## src/rtl/padlock_pkg.sv

```systemverilog
// Shared types, constants and helpers for the button combination padlock.
package padlock_pkg;

    localparam int CODE_LEN = 4;
    localparam int DIGIT_W  = 2;
    localparam int NUM_BUT  = 1 << DIGIT_W;
    localparam int CODE_W   = CODE_LEN * DIGIT_W;
    localparam int IDX_W    = $clog2(CODE_LEN + 1);
    localparam logic [CODE_W-1:0] DEFAULT_CODE = 8'h36;

    typedef enum logic [2:0] {
        IDLE,
        ENTRY,
        CHECK,
        FAIL,
        UNLOCKED,
        LOCKOUT,
        PROGRAM
    } state_t;

    // One shared timer serves every timed state, so it is sized for the longest interval.
    function automatic int cnt_width(input int a, input int b, input int c);
        int w;
        w = $clog2(a);
        if ($clog2(b) > w) w = $clog2(b);
        if ($clog2(c) > w) w = $clog2(c);
        return w;
    endfunction

    function automatic logic [DIGIT_W-1:0] first_digit(input logic [NUM_BUT-1:0] rise);
        first_digit = '0;
        for (int i = NUM_BUT - 1; i >= 0; i--) begin
            if (rise[i]) first_digit = DIGIT_W'(i);
        end
    endfunction

    function automatic logic [CODE_W-1:0] put_digit(input logic [CODE_W-1:0] digits,
                                                    input logic [IDX_W-1:0]  idx,
                                                    input logic [DIGIT_W-1:0] value);
        put_digit = digits;
        for (int i = 0; i < CODE_LEN; i++) begin
            if (idx == IDX_W'(i)) put_digit[i*DIGIT_W +: DIGIT_W] = value;
        end
    endfunction

endpackage

```

## src/rtl/padlock_edge_detect.sv

```systemverilog
// Rising-edge detector; previous values reset to 1 so buttons held through reset never fire.
module padlock_edge_detect #(
    parameter int WIDTH = 1
) (
    input  logic             clk,
    input  logic             reset_n,
    input  logic [WIDTH-1:0] level,
    output logic [WIDTH-1:0] rise
);

    logic [WIDTH-1:0] prev;

    always_ff @(posedge clk) begin
        if (!reset_n) prev <= '1;
        else          prev <= level;
    end

    assign rise = level & ~prev;

endmodule

```

## src/rtl/padlock_sequencer.sv

```systemverilog
// Padlock controller: code entry, check, unlock hold, entry timeout and failure lockout.
// Defining PADLOCK_PROGRAM_EN adds the prog button and the PROGRAM state for changing the code.
module padlock_sequencer
    import padlock_pkg::*;
#(
    parameter int MAX_FAILS   = 3,
    parameter int LOCKOUT_CYC = 1000,
    parameter int UNLOCK_CYC  = 500,
    parameter int TIMEOUT_CYC = 2000
) (
    input  logic               clk,
    input  logic               reset_n,
    input  logic [NUM_BUT-1:0] but,
    input  logic               open,
`ifdef PADLOCK_PROGRAM_EN
    input  logic               prog,
`endif
    output logic               lock,
    output logic               locked_out,
    output logic               fail_pulse,
    output logic [1:0]         fail_count
);

    localparam int CNT_W = cnt_width(LOCKOUT_CYC, UNLOCK_CYC, TIMEOUT_CYC);

`ifdef PADLOCK_PROGRAM_EN
    localparam int EV_W = NUM_BUT + 2;
`else
    localparam int EV_W = NUM_BUT + 1;
`endif

    state_t              state, state_n;
    logic [CODE_W-1:0]   digits, digits_n;
    logic [IDX_W-1:0]    idx, idx_n;
    logic                ovf, ovf_n;
    logic [CNT_W-1:0]    cnt, cnt_n;
    logic [1:0]          fail_cnt_n;
    logic [CODE_W-1:0]   code;
    logic [EV_W-1:0]     ev_level, rise;
    logic                digit_ev, open_ev, match;
    logic [DIGIT_W-1:0]  digit;

`ifdef PADLOCK_PROGRAM_EN
    logic [CODE_W-1:0]   code_n;
    logic                prog_ev;

    assign ev_level = {prog, open, but};
    assign prog_ev  = rise[NUM_BUT+1];
`else
    assign ev_level = {open, but};
    assign code     = DEFAULT_CODE;
`endif

    padlock_edge_detect #(.WIDTH(EV_W)) u_edge (
        .clk     (clk),
        .reset_n (reset_n),
        .level   (ev_level),
        .rise    (rise)
    );

    assign digit_ev   = |rise[NUM_BUT-1:0];
    assign digit      = first_digit(rise[NUM_BUT-1:0]);
    assign open_ev    = rise[NUM_BUT];
    assign match      = (idx == IDX_W'(CODE_LEN)) && !ovf && (digits == code);
    assign locked_out = (state == LOCKOUT);
    assign fail_pulse = (state == FAIL);

    // The timer idles at zero; only the timed states keep it running.
    always_comb begin
        state_n    = state;
        digits_n   = digits;
        idx_n      = idx;
        ovf_n      = ovf;
        cnt_n      = '0;
        fail_cnt_n = fail_count;
`ifdef PADLOCK_PROGRAM_EN
        code_n     = code;
`endif
        case (state)
            IDLE: begin
                if (digit_ev) begin
                    digits_n = put_digit('0, '0, digit);
                    idx_n    = IDX_W'(1);
                    ovf_n    = 1'b0;
                    state_n  = open_ev ? CHECK : ENTRY;
                end
            end
            ENTRY: begin
                if (digit_ev) begin
                    if (idx == IDX_W'(CODE_LEN)) begin
                        ovf_n = 1'b1;
                    end else begin
                        digits_n = put_digit(digits, idx, digit);
                        idx_n    = idx + IDX_W'(1);
                    end
                end
                if (open_ev) begin
                    state_n = CHECK;
                end else if (!digit_ev) begin
                    if (cnt == CNT_W'(TIMEOUT_CYC - 1)) begin
                        digits_n = '0;
                        idx_n    = '0;
                        ovf_n    = 1'b0;
                        state_n  = IDLE;
                    end else begin
                        cnt_n = cnt + CNT_W'(1);
                    end
                end
            end
            CHECK: begin
                digits_n = '0;
                idx_n    = '0;
                ovf_n    = 1'b0;
                if (match) begin
                    state_n    = UNLOCKED;
                    fail_cnt_n = '0;
                end else begin
                    state_n    = FAIL;
                    fail_cnt_n = (&fail_count) ? fail_count : fail_count + 2'd1;
                end
            end
            FAIL: begin
                state_n = (int'(fail_count) >= MAX_FAILS) ? LOCKOUT : IDLE;
            end
            LOCKOUT: begin
                if (cnt == CNT_W'(LOCKOUT_CYC - 1)) begin
                    state_n    = IDLE;
                    fail_cnt_n = '0;
                end else begin
                    cnt_n = cnt + CNT_W'(1);
                end
            end
            UNLOCKED: begin
                if (cnt == CNT_W'(UNLOCK_CYC - 1)) state_n = IDLE;
                else                               cnt_n   = cnt + CNT_W'(1);
`ifdef PADLOCK_PROGRAM_EN
                if (prog_ev) begin
                    state_n = PROGRAM;
                    cnt_n   = '0;
                end
`endif
            end
`ifdef PADLOCK_PROGRAM_EN
            PROGRAM: begin
                if (digit_ev) begin
                    digits_n = put_digit(digits, idx, digit);
                    idx_n    = idx + IDX_W'(1);
                    if (idx == IDX_W'(CODE_LEN - 1)) begin
                        code_n   = digits_n;
                        digits_n = '0;
                        idx_n    = '0;
                        state_n  = IDLE;
                    end
                end else if (cnt == CNT_W'(TIMEOUT_CYC - 1)) begin
                    digits_n = '0;
                    idx_n    = '0;
                    state_n  = IDLE;
                end else begin
                    cnt_n = cnt + CNT_W'(1);
                end
            end
`endif
            default: state_n = IDLE;
        endcase
    end

    always_ff @(posedge clk) begin
        if (!reset_n) begin
            state      <= IDLE;
            digits     <= '0;
            idx        <= '0;
            ovf        <= 1'b0;
            cnt        <= '0;
            fail_count <= '0;
            lock       <= 1'b1;
        end else begin
            state      <= state_n;
            digits     <= digits_n;
            idx        <= idx_n;
            ovf        <= ovf_n;
            cnt        <= cnt_n;
            fail_count <= fail_cnt_n;
            lock       <= (state_n != UNLOCKED);
        end
    end

`ifdef PADLOCK_PROGRAM_EN
    always_ff @(posedge clk) begin
        if (!reset_n) code <= DEFAULT_CODE;
        else          code <= code_n;
    end
`endif

endmodule

```

## config.mk

```make
export PLATFORM = sky130hd
export DESIGN_NAME = padlock_sequencer
export DESIGN_NICKNAME = d
export VERILOG_FILES = /design/src/rtl/padlock_pkg.sv /design/src/rtl/padlock_edge_detect.sv /design/src/rtl/padlock_sequencer.sv
export SDC_FILE = /design/constraint.sdc
export NUM_CORES = 1
export LEC_CHECK = 0
export CORE_AREA = 2 2 67 69
export CTS_CLUSTER_SIZE = 16
export DETAILED_ROUTE_END_ITERATION = 8
export DIE_AREA = 0 0 69 71
export DONT_BUFFER_PORTS = 1
export GPL_TIMING_DRIVEN = 0
export MAX_ROUTING_LAYER = met4
export PLACE_DENSITY = 0.69
export SYNTH_ARGS = -nofsm -noshare
export SYNTH_HDL_FRONTEND = slang
export SYNTH_SLANG_ARGS = --single-unit
```

## constraint.sdc

```tcl
create_clock -name clk -period 3.85 [get_ports clk]
set_clock_uncertainty 0.2 [all_clocks]
set_input_delay 0.77 -clock clk [delete_from_list [all_inputs] [get_ports clk]]
set_output_delay 0.77 -clock clk [all_outputs]
set_load 0.03 [all_outputs]
```

==> summary.txt, run 1 <==
Run status
  • Outcome: completed

Setup path
  • CP Launch Point: state[0]$_SDFF_PN0_
  • CP Data Required Time: 2.88 ns
  • Reg2reg setup slack: 1.73 ns
  • CP startpoint kind: register
  • WS Path Type: reg -> out
  • CP max FO: 9
  • Worst EP arrival: 1.39 ns
  • Critical path endpoint category: output pin
  • RR Startpoint: cnt[0]$_SDFF_PN0_

Floorplan
  • Die W: 69 µm
  • Full die area: 0.004899 mm²
  • Cell Rows: 24
  • Initial Utilization: 0.4327
  • Core ar.: roughly 0.0042 mm²
  • Die height: 71 µm
  • IO Count: 12

Placement
  • Gpl congestion: 0.9416
  • HPWL after DPL: 2783 µm
  • Placed cell area: 0.001884 mm²
  • I/O Buffers: 0

Clocking
  • Setup Fix Bufs, Post-CTS: 0
  • Reg clk slew, reported paths: 0.06 ns
  • # hold bufs at CTS: 0
  • H-tree Lvls: 2
  • CTS Sinks: 34
  • Later-pin clock latency in the skew report: between 0.2 and 0.3 ns
  • CTS root buf: clkbuf_8
  • Cts bufs inserted: 5
  • Clock Path Buffers: 2
  • TritonCTS clock tree: done
  • CTS resizes: 0

Synthesis
  • Number of synthesis warnings: 0
  • Unique masters post-synth: 46
  • Post-synthesis sequential area ratio: 0.3741
  • Top-count cell post-synth: nor2_1
  • Synth area leaders: dfxtp_1, nor2_1, ha_1
  • Post-Synth Adder-Cell Area: 0.04814
  • Syn Nets: 229
  • Simple-Gate Fraction of Synth Area: 0.2944
  • Ys flop type: dfxtp_1
  • Most instantiated cells after synthesis: nor2_1, dfxtp_1, nand2_1
  • Syn avg cell area: around 8.5 µm²
  • Ys async rst share: 0
  • Area of the mapped netlist: around 0.0018 mm²
  • EDFF count, synth: 0
  • Synth area leader: dfxtp_1
  • Synth Area in Compound Gates: 0.1726
  • Largest family of logic cells by synthesized area: simple AND/OR/NAND/NOR gates
  • Mux cell area share after synthesis: 0.01651
  • FF+latch count, synth: 34
  • Post-Syn Instances: ~220
  • Post-synth top area share: 0.3741
  • XOR/XNOR share of the synthesized area: 0.04814

Timing
  • Unrepaired setup endpoints after global routing: no
  • Slew HR: 0.4904
  • Slew @ Worst Pin: 0.7545 ns
  • Tmin final: ~2.4 ns
  • Hold Vio Cnt, Final: 0
  • Setup TNS: 0 ns
  • Max Slew Vio Count: 0
  • Endpoints failing setup: 0
  • Max Freq: 423.4 MHz
  • Share of the clock period used by the worst path: 0.6135

Hold path
  • Hold_sp: cnt[0]$_SDFF_PN0_
  • HP Class: reg -> reg

Drt
  • 1st-iter DRT viols: 147
  • Initial DRT Pass Iterations: 4
  • Detailed Route WL: around 3800 µm
  • DR vias: 1524
  • Vias per cell: 5.562
  • Antenna-violating nets left: 0
  • WL/cell: roughly 14 µm
  • Drt drc: 0

Power and ir drop
  • Lkg Pwr: around 0.00068 µW
  • Worst vdd ir: 0.2318 mV
  • PwrDens: 368.6 mW/mm²
  • PnR Total Power: between 700 and 800 µW

Global routing
  • Grt ovf: 0
  • Gr usage total: 0.1710
  • Initial antenna violation count: 0
  • Number of global-route vias before repair: 1474
  • Pin count of the biggest net entering global routing: 11
  • First-pass GRT wire length: 6555 µm

Finish
  • Ratio of cells with drive above 1 in the final layout: 0.08108
  • Design area: 0.001961 mm²
  • Final net count: 236
  • Layout area overhead: 7.772%
  • N_diodes: 0

Run
  • Maxcap violations: 0
-- report_power, final --
| part | total, µW | switching, µW | internal, µW | leakage (µW) |
|---|---|---|---|---|
| clock network | 242 | 117 | 124 | 0.0000383 |
| registers | 372 | 8.78 | 363 | 0.000276 |
| logic | 109 | 65.9 | 43.2 | 0.000370 |
| total | 723 | 192 | 531 | 0.000684 |
-- worst paths after layout --
path,endpoint,cells after the start
max,fail_pulse,3
min,cnt[0]$_SDFF_PN0_,1
max reg2reg,cnt[5]$_SDFF_PN0_,7
min reg2reg,cnt[0]$_SDFF_PN0_,1
-- placed cells by master (no fill, tap or decap), types with 5 or more instances in the layout --
master / netlist / layout
nor2_1: 36 / 36
ha_1: 7 / 7
nand3_1: 5 / 5
clkbuf_8: 1 / 6
a21oi_1: 15 / 15
nand2b_1: 9 / 9
xnor2_1: 7 / 7
nor3_1: 5 / 5
dfxtp_1: 34 / 34
inv_1: 9 / 9
nand2_1: 16 / 16
a31oi_1: 5 / 5
o21ai_0: 8 / 8
-- critical path, cell delays in order, from the launching register on --
cell	delay, ns
dfxtp_1	0.30
buf_4	0.15
nand2_1	0.11
nor2_1	0.54
-- kinds of logic after synthesis --
family / count (synthesis)
adders and majority gates: 7
buffers and inverters: 16
AOI/OAI and AO/OA: 48
DFF: 34
and+or+nand+nor: 97
muxes: 3
xor gates and xnor gates: 10
-- state kept, by name, summed over array words and instances (netlist names) --
name and flops:
cnt 11, fail_count 2, digits 8, state 3, idx 3, lock 1, ovf 1, u_edge.prev 5
-- stage by stage --
stage	std cells	util	setup slack, ns	hold slack [ns]
6_report	274	0.4664	1.488	0.2646
3_5_place_dp	267	0.4482	1.401	0.2568
2_1_floorplan	215	-	1.666	0.2302
4_1_cts	274	0.4664	1.473	0.2715
3_3_place_gp	267	0.4482	1.434	0.2438
5_1_grt	274	0.4664	1.415	0.2910
-- layer usage --
| metal | routed length (µm) | track usage | share of wire | up-vias |
|---|---|---|---|---|
| li1 | - | - | - | 776 |
| met1 | 1664 | 0.1935 | 0.44 | 698 |
| met2 | 1857 | 0.2788 | 0.49 | 42 |
| met3 | 196 | 0.05840 | 0.052 | 8 |
| met4 | 57 | 0.06754 | 0.015 | 0 |
| met5 | 0 | - | 0 | - |
-- area by class of cell --
| type | count | area (µm²) |
|---|---|---|
| plain buffers | 7 | 50.05 |
| clock buffers | 7 | 76.32 |
| fillers | 421 | 2243 |
| inverters | 9 | 33.78 |
| multi-input cells | 165 | 1055 |
| flip-flops and latches | 34 | 680.7 |
| well taps | 52 | 65.06 |
Note: power is estimated with default switching activity, not from simulation.
==> inputs of run 2 (changes only) <==
==> constraint.sdc (replaced) <==
create_clock -name clk -period 2.36 [get_ports clk]
set_clock_uncertainty 0.2 [all_clocks]
set_input_delay 0.472 -clock clk [delete_from_list [all_inputs] [get_ports clk]]
set_output_delay 0.472 -clock clk [all_outputs]
set_load 0.03 [all_outputs]
==> results of run 2 <==
Same layout as run 1 (identical final DEF). Status: completed.
Main changes from that run: setup slack after placement 1.401 ns -> 0.2091 ns; clock-pin slew on the worst setup and hold paths 0.06 ns -> 0.07 ns; setup slack after layout 1.488 ns -> 0.2352 ns; hold slack 0.2646 ns -> 0.06086 ns; start point of the critical path state[0]$_SDFF_PN0_ -> cnt[0]$_SDFF_PN0_; end point of the critical path fail_pulse -> cnt[5]$_SDFF_PN0_; register-to-register setup slack 1.73 ns -> 0.24 ns; end point of the worst hold path cnt[0]$_SDFF_PN0_ -> u_edge.prev[1]$_SDFF_PN1_; total power 722.8 µW -> 1179 µW; worst IR drop on VDD 0.2318 mV -> 0.3782 mV
